### src/rtl/flag_scan_detect.sv
// Chunked LSB-first all-zero / all-ones detector with a held condition-flag register.
// Walks the captured ALU result CHUNK bits per clock and exits on the first disqualifying chunk.
module flag_scan_detect #(
  parameter int unsigned WIDTH = 8,
  parameter int unsigned CHUNK = 2
) (
  input  logic             clk,
  input  logic             rst_n,
  input  logic             start,
  input  logic [WIDTH-1:0] result,
  input  logic             mode,
  input  logic             carry_in,
  input  logic             clear_flags,
  output logic             busy,
  output logic             done,
  output logic             zero,
  output logic             sign,
  output logic             carry,
  output logic             flags_valid
);

  localparam int unsigned N     = WIDTH / CHUNK;
  localparam int unsigned IDX_W = (N > 1) ? $clog2(N) : 1;
  localparam int unsigned SH_W  = $clog2(WIDTH) + 1;

  generate
    if ((CHUNK < 1) || (CHUNK > WIDTH) || ((WIDTH % CHUNK) != 0)) begin : g_bad_params
      $error("flag_scan_detect: WIDTH must be a non-zero multiple of CHUNK");
    end
  endgenerate

  typedef enum logic {S_IDLE = 1'b0, S_SCAN = 1'b1} state_e;

  state_e             state_q, state_d;
  logic [WIDTH-1:0]   res_q, res_d;
  logic               mode_q, mode_d;
  logic               cin_q, cin_d;
  logic               chain_q, chain_d;
  logic [IDX_W-1:0]   idx_q, idx_d;
  logic               done_q, done_d;
  logic               zero_q, zero_d;
  logic               sign_q, sign_d;
  logic               carry_q, carry_d;
  logic               fv_q, fv_d;

  logic [SH_W-1:0]    shamt;
  logic [CHUNK-1:0]   chunk;
  logic               disq;
  logic               last;
  logic               term;

  // Current chunk and its termination condition
  always_comb begin
    shamt = SH_W'(idx_q) * SH_W'(CHUNK);
    chunk = CHUNK'(res_q >> shamt);
    disq  = mode_q ? ~(&chunk) : (|chunk);
    last  = (idx_q == IDX_W'(N - 1));
    term  = (state_q == S_SCAN) && (disq || last);
  end

  // State and datapath registers
  always_ff @(posedge clk or negedge rst_n) begin
    if (!rst_n) begin
      state_q <= S_IDLE;
      res_q   <= '0;
      mode_q  <= 1'b0;
      cin_q   <= 1'b0;
      chain_q <= 1'b0;
      idx_q   <= '0;
      done_q  <= 1'b0;
      zero_q  <= 1'b0;
      sign_q  <= 1'b0;
      carry_q <= 1'b0;
      fv_q    <= 1'b0;
    end else begin
      state_q <= state_d;
      res_q   <= res_d;
      mode_q  <= mode_d;
      cin_q   <= cin_d;
      chain_q <= chain_d;
      idx_q   <= idx_d;
      done_q  <= done_d;
      zero_q  <= zero_d;
      sign_q  <= sign_d;
      carry_q <= carry_d;
      fv_q    <= fv_d;
    end
  end

  // Next-state logic
  always_comb begin
    state_d = state_q;
    case (state_q)
      S_IDLE:  if (start) state_d = S_SCAN;
      S_SCAN:  if (term)  state_d = S_IDLE;
      default: state_d = S_IDLE;
    endcase
  end

  // Datapath and flag updates; a terminating scan overrides a coincident clear
  always_comb begin
    res_d   = res_q;
    mode_d  = mode_q;
    cin_d   = cin_q;
    chain_d = chain_q;
    idx_d   = idx_q;
    done_d  = 1'b0;
    zero_d  = zero_q;
    sign_d  = sign_q;
    carry_d = carry_q;
    fv_d    = fv_q;

    if (clear_flags) begin
      zero_d  = 1'b0;
      sign_d  = 1'b0;
      carry_d = 1'b0;
      fv_d    = 1'b0;
    end

    case (state_q)
      S_IDLE: begin
        if (start) begin
          res_d   = result;
          mode_d  = mode;
          cin_d   = carry_in;
          chain_d = 1'b1;
          idx_d   = '0;
        end
      end
      S_SCAN: begin
        if (term) begin
          zero_d  = chain_q & ~disq;
          sign_d  = res_q[WIDTH-1];
          carry_d = cin_q;
          fv_d    = 1'b1;
          done_d  = 1'b1;
        end else begin
          idx_d   = idx_q + IDX_W'(1);
        end
      end
      default: ;
    endcase
  end

  assign busy        = (state_q == S_SCAN);
  assign done        = done_q;
  assign zero        = zero_q;
  assign sign        = sign_q;
  assign carry       = carry_q;
  assign flags_valid = fv_q;

endmodule

### config.mk
export PLATFORM = sky130hd
export DESIGN_NAME = flag_scan_detect
export DESIGN_NICKNAME = d
export VERILOG_FILES = /design/src/rtl/flag_scan_detect.sv
export SDC_FILE = /design/constraint.sdc
export NUM_CORES = 1
export LEC_CHECK = 0
export CORE_MARGIN = 3
export CORE_UTILIZATION = 50
export CTS_BUF_LIST = sky130_fd_sc_hd__clkbuf_8
export CTS_CLUSTER_SIZE = 25
export DETAILED_ROUTE_END_ITERATION = 6
export PLACE_DENSITY = 0.85
export SLEW_MARGIN = 40
export SYNTH_ARGS = -nofsm -noshare
export SYNTH_HDL_FRONTEND = slang
export SYNTH_SLANG_ARGS = --single-unit
### constraint.sdc
create_clock -name clk -period 3.93 [get_ports clk]
set_input_delay 0.786 -clock clk [delete_from_list [all_inputs] [get_ports clk]]
set_output_delay 0.786 -clock clk [all_outputs]
set_load 0.005 [all_outputs]
==> results.sh, run 1 <==
export IMPL_status="complete, no violations"
export IMPL_hold_violations=0
export IMPL_cts_made_buffers=3
export IMPL_synthDistinctLibCells=23
export IMPL_grt_pass1_vias=620
export IMPL_power_leakage_nw=0.549
export IMPL_coreArea_um2=1560
export IMPL_worstSetupStartpoint="idx_q[0]"
export IMPL_start_util_pct=54.7
export IMPL_synth_edf_count=0
export IMPL_clk_pin_slew_worst_paths_ns=0.07
export IMPL_fp_dieW_um=47.3
export IMPL_areaGrowthSynthToFinish_pct=28.4
export IMPL_hp_class="primary input to async pin"
export IMPL_die_h_um=47.3
export IMPL_cp_end_kind="register"
export IMPL_gp_congestion=0.797
export IMPL_htreeDepth=1
export IMPL_grt_max_degree=20
export IMPL_yosysSeqAreaShare_pct=55.7
export IMPL_p_sw_share_pct=35.7
export IMPL_layout_drive_gt1_share_pct=10.5
export IMPL_grt_pass1_wl_um=2660
export IMPL_routed_via_density=5.21
export IMPL_routedWlPerCell_um=13.8
export IMPL_cap_viol_max_count=0
export IMPL_yosys_register_bits=19
export IMPL_drc=0
export IMPL_setup_viol=0
export IMPL_rows=14
export IMPL_ios=20
export IMPL_crit_type="register to register"
export IMPL_dieArea_um2=2240
export IMPL_r2r_start="idx_q[0]"
export IMPL_syn_cell_area_um2=853
export IMPL_irDropWorstVdd_mv=0.384
export IMPL_p_sw_mw=0.282
export IMPL_cp_arrival_ns=2.24
export IMPL_maxSlewViolCount=0
export IMPL_grt_ovfl_total=0
export IMPL_cts_sinks=19
export IMPL_p_total_mw=0.790
export IMPL_fmax_ghz=0.475
export IMPL_nets=121
export IMPL_synth_nets=99
export IMPL_antenna_left=0
export IMPL_skew_ns=0.00237
export IMPL_cts_repair_resized=0
export IMPL_drt_total_wl_um=1670
export IMPL_async_flop_share_pct=100
export IMPL_post_synth_cell_area_avg_um2=10.2
export IMPL_io_buffers=19
export IMPL_worst_pin_slew_ns=0.761
export IMPL_clockBufferDepth=2
export IMPL_seqPwrFrac_pct=42.9
export IMPL_hpwl_um=1230
export IMPL_p_comb_share_pct=40.5
export IMPL_cts_root_buffer="clkbuf_8"
export IMPL_via_count=631
export IMPL_yosysWarnings=0
export IMPL_required_ns=4.07
export IMPL_diodes=0
export IMPL_pwr_share_clk_pct=16.6
export IMPL_power_density_nw_per_um2=721
export IMPL_fin_crit_ns=2.10
export IMPL_synth_cells=84
export IMPL_maxSlewHeadroom_pct=49.1
export IMPL_fin_crit_sh_pct=53.5
export IMPL_dr_first_iter_drc_count=16
export IMPL_startpoint_type="register"
export IMPL_clkLatencyLatePin_ns=0.25
export IMPL_synthFlopType="dfrtp_1"
export IMPL_cp_max_fo=5
export IMPL_setup_tns_ns=0
export IMPL_intPower_mw=0.508
export IMPL_rsz0062_at_grt="no"
export IMPL_cts_hold_buf=0
export IMPL_grtUsageTotal_pct=16.6
export IMPL_antenna_found_initial=0
export IMPL_cts_setup_buffers=0
export IMPL_cts_tree="built"
export IMPL_firstDrtPassIters=4
[path summary, 6_finish.rpt]
| kind | end | slack [ns] | cells after the start |
|---|---|---|---|
| min in group clk | chain_q | 0.47 | 1 |
| min | sign | 0.46 | 1 |
| max reg2reg | carry | 1.83 | 4 |
| min reg2reg | chain_q | 0.47 | 1 |
| max | carry | 1.83 | 4 |
| max in group asynchronous | res_q[0] | 3.19 | 1 |
[stage by stage]
| stage | util [%] | hold slack [ns] | setup slack (ns) | cells | area, um2 |
|---|---|---|---|---|---|
| after floorplan | - | 0.437 | 1.95 | 84 | 853 |
| after global placement | 67.7 | 0.451 | 1.81 | 117 | 1060 |
| after detailed placement | 67.7 | 0.454 | 1.78 | 117 | 1060 |
| after CTS | 70.6 | 0.470 | 1.82 | 121 | 1100 |
| after global routing | 70.3 | 0.480 | 1.72 | 121 | 1100 |
| final | 70.3 | 0.457 | 1.83 | 121 | 1100 |
[final cells by class]
class | instances | area, um2
Clock buffer | 3 | 41.3
Clock inverter | 1 | 3.75
Fill cell | 125 | 463
Inverter | 4 | 15.0
Multi-Input combinational cell | 59 | 355
Sequential cell | 19 | 475
Tap cell | 16 | 20.0
Timing Repair Buffer | 19 | 185
[routing by layer]
layer / global-route usage, % / vias up / wire [um]
met2: 30.5 / 20 / 856
met4: 4.42 / 0 / 28
met1: 20.5 / 292 / 724
li1: - / 315 / -
met5: 0 / - / 0
met3: 1.53 / 4 / 64
[power by group through the flow]
stage / clock network (mW) / logic [mW] / registers (mW)
global placement: 0 / 0.305 / 0.330
detailed placement: 0 / 0.322 / 0.340
floorplan: 0 / 0.223 / 0.322
global route: 0.140 / 0.361 / 0.348
CTS: 0.133 / 0.324 / 0.337
finish: 0.131 / 0.320 / 0.339
[Yosys cell counts, types with 2 or more instances]
cell	number	share of area (%)
clkbuf_1	2	0.88
dfrtp_1	19	56
inv_1	4	1.8
mux2_4	2	3.5
mux2i_1	2	2.3
nand2_1	34	15
nor2b_1	4	2.9
nor3_1	2	1.2
[critical path: stages (launching register included)]
cell and delay, ns:
dfrtp_1 0.46, mux4_1 0.66, or4_1 0.45, nand2_2 0.13, mux2_4 0.30
[kinds of logic after synthesis]
group | after synthesis | synth area share (%)
mux | 6 | 11.6
simple gates | 47 | 24.0
flops | 19 | 55.7
fa+ha+maj | 1 | 1.47
compound gates | 5 | 4.55
buf+inv | 6 | 2.64
[cell usage in the layout, fill, tap and decap left out]
master,synthesis,routed
mux4_2,1,1
or4_1,1,1
or2_2,1,1
a32oi_2,1,1
o21ai_0,1,1
nor2_1,1,1
a31oi_1,1,1
inv_1,4,5
mux2_4,2,2
nand2_1,34,34
o22ai_1,1,1
and2_2,1,1
nand2_2,1,1
nor3_1,2,2
a21oi_1,1,1
mux2i_1,2,2
clkbuf_8,0,3
nor2b_1,4,4
mux4_1,1,1
clkdlybuf4s50_1,0,18
nand2b_1,1,1
buf_2,0,1
ha_1,1,1
nand3_1,1,1
dfrtp_1,19,19
[state kept, by name (all words and copies together) (netlist names)]
signal       flops
busy             1
flags_valid      1
done             1
mode_q           1
carry            1
cin_q            1
res_q            8
chain_q          1
idx_q            2
zero             1
sign             1
Power figures use the tool's default switching activity.
==> inputs of run 2 (changes only) <==
- clock period: 3.93 -> 2.07 ns (I/O delays scaled with it)
==> run 2 against run 1 <==
Compared with the run above: cell area rose by 3.3%; largest cell class unchanged; critical path type unchanged; highest routed layer unchanged; critical path depth did not move; hold slack improved by 0.021 ns; clock power rose by 90%; maximum frequency rose by 6.9%.
==> results.sh, run 2 (synthesis results as in run 1) <==
export IMPL_status="complete, no violations"
export IMPL_p_total_mw=1.53
export IMPL_cts_made_buffers=3
export IMPL_clk_pin_slew_worst_paths_ns=0.07
export IMPL_seqPwrFrac_pct=41.5
export IMPL_mostFrequentLayoutCell="nand2_1"
export IMPL_dpl_worst_slack_ns=0.0789
export IMPL_ios=20
export IMPL_required_ns=2.20
export IMPL_dieArea_um2=2240
export IMPL_cts_hold_buf=0
export IMPL_final_util_pct=72.6
export IMPL_layout_drive_gt1_share_pct=13.8
export IMPL_p_sw_mw=0.519
export IMPL_final_cell_mix="nand2_1, clkdlybuf4s50_1, dfrtp_1"
export IMPL_hp_class="register to register"
export IMPL_reg_top3="res_q (8), idx_q (2)"
export IMPL_r2r_end="carry"
export IMPL_power_density_nw_per_um2=1350
export IMPL_antenna_found_initial=0
export IMPL_fin_ws_ns=0.102
export IMPL_maxSlewViolCount=0
export IMPL_rsz0062_at_grt="no"
export IMPL_gp_congestion=0.743
export IMPL_p_comb_share_pct=42.2
export IMPL_via_count=627
export IMPL_dr_first_iter_drc_count=5
export IMPL_grtUsageTotal_pct=17.5
export IMPL_fp_dieW_um=47.3
export IMPL_cts_tree="built"
export IMPL_coreArea_um2=1560
export IMPL_cp_end_kind="register"
export IMPL_antenna_left=0
export IMPL_firstDrtPassIters=2
export IMPL_cts_setup_buffers=0
export IMPL_hold_path_endpoint="res_q[3]"
export IMPL_die_h_um=47.3
export IMPL_routed_via_density=5.02
export IMPL_drt_total_wl_um=1550
export IMPL_rows=14
export IMPL_htreeDepth=1
export IMPL_hp_start="res_q[3]"
export IMPL_cap_viol_max_count=0
export IMPL_power_leakage_nw=0.567
export IMPL_diodes=0
export IMPL_r2r_start="idx_q[0]"
export IMPL_clkLatencyLatePin_ns=0.25
export IMPL_fillers=116
export IMPL_min_delay_path_depth=2
export IMPL_cts_root_buffer="clkbuf_8"
export IMPL_maxSlewHeadroom_pct=73.4
export IMPL_intPower_mw=1.01
export IMPL_crit_type="register to register"
export IMPL_fin_crit_ns=1.97
export IMPL_worst_pin_slew_ns=0.398
export IMPL_setup_tns_ns=0
export IMPL_drc=0
export IMPL_p_sw_share_pct=33.8
export IMPL_skew_ns=0.00710
export IMPL_io_buffers=19
export IMPL_grt_ovfl_total=0
export IMPL_grt_pass1_wl_um=2660
export IMPL_largest_register="res_q"
export IMPL_pwr_share_clk_pct=16.2
export IMPL_areaGrowthSynthToFinish_pct=32.7
export IMPL_start_util_pct=54.7
export IMPL_irDropWorstVdd_mv=0.790
export IMPL_cp_arrival_ns=2.10
export IMPL_final_cell_area_um2=1130
export IMPL_cp_max_fo=5
export IMPL_r2r_setup_slack_ns=0.10
export IMPL_largest_reg_flops=8
export IMPL_clockBufferDepth=2
export IMPL_grt_max_degree=20
export IMPL_cts_sinks=19
export IMPL_r2r_cells=4
export IMPL_hold_violations=0
export IMPL_setup_viol=0
export IMPL_fmax_ghz=0.508
export IMPL_placed_area_um2=1090
export IMPL_routedWlPerCell_um=12.4
export IMPL_hpwl_um=1150
export IMPL_grt_pass1_vias=632
export IMPL_nets=125
export IMPL_fin_crit_sh_pct=95.1
export IMPL_startpoint_type="register"
## run 2: layout make-up
cell class / instances / area (um2) / share of cell area [%]
Timing Repair Buffer: 23 / 220 / 19.4
Inverter: 4 / 15.0 / 1.33
Clock inverter: 1 / 3.75 / 0.331
Clock buffer: 3 / 41.3 / 3.65
Multi-Input combinational cell: 59 / 355 / 31.4
Sequential cell: 19 / 477 / 42.1
Tap cell: 16 / 20.0 / 1.77
## run 2: what timing repair did
| item | in CTS | in global routing |
|---|---|---|
| gates resized for setup | 0 | 1 |
| endpoints found under the hold margin | 0 | 0 |
| setup endpoints to repair | 0 | 3 |
## run 2: how the worst max path moves through the flow
stage,from,slack (ns),to
6_report,idx_q[0],0.10,carry
5_1_grt,idx_q[0],0.03,carry
4_1_cts,idx_q[0],0.06,carry
3_5_place_dp,idx_q[0],0.08,carry
3_3_place_gp,idx_q[0],0.11,carry
2_1_floorplan,idx_q[0],0.09,carry
## run 2: critical path: stages, from the launching register on
cell and delay (ns):
dfrtp_2 0.41, mux4_2 0.51, or4_1 0.49, nand2_2 0.12
mux2_4 0.30
## run 2: layer usage
| metal | global-route usage (%) | part of all wire, % | wire (um) |
|---|---|---|---|
| met1 | 20.1 | 45 | 700 |
| met2 | 30.7 | 50 | 771 |
| met3 | 1.15 | 3.9 | 60 |
| met4 | 11.6 | 1.4 | 21 |
| met5 | 0 | 0 | 0 |
## run 2: power groups by stage
stage | clock [mW] | combinational [mW] | sequential (mW)
2_1_floorplan | 0 | 0.423 | 0.611
3_3_place_gp | 0 | 0.627 | 0.629
3_5_place_dp | 0 | 0.651 | 0.643
4_1_cts | 0.255 | 0.654 | 0.636
5_1_grt | 0.271 | 0.729 | 0.659
6_report | 0.249 | 0.648 | 0.637
## run 2: per-stage QoR
| stage | std cells | hold slack, ns |
|---|---|---|
| 3_5_place_dp | 121 | 0.467 |
| 6_report | 125 | 0.478 |
| 2_1_floorplan | 84 | 0.118 |
| 5_1_grt | 125 | 0.510 |
| 4_1_cts | 125 | 0.484 |
| 3_3_place_gp | 121 | 0.455 |
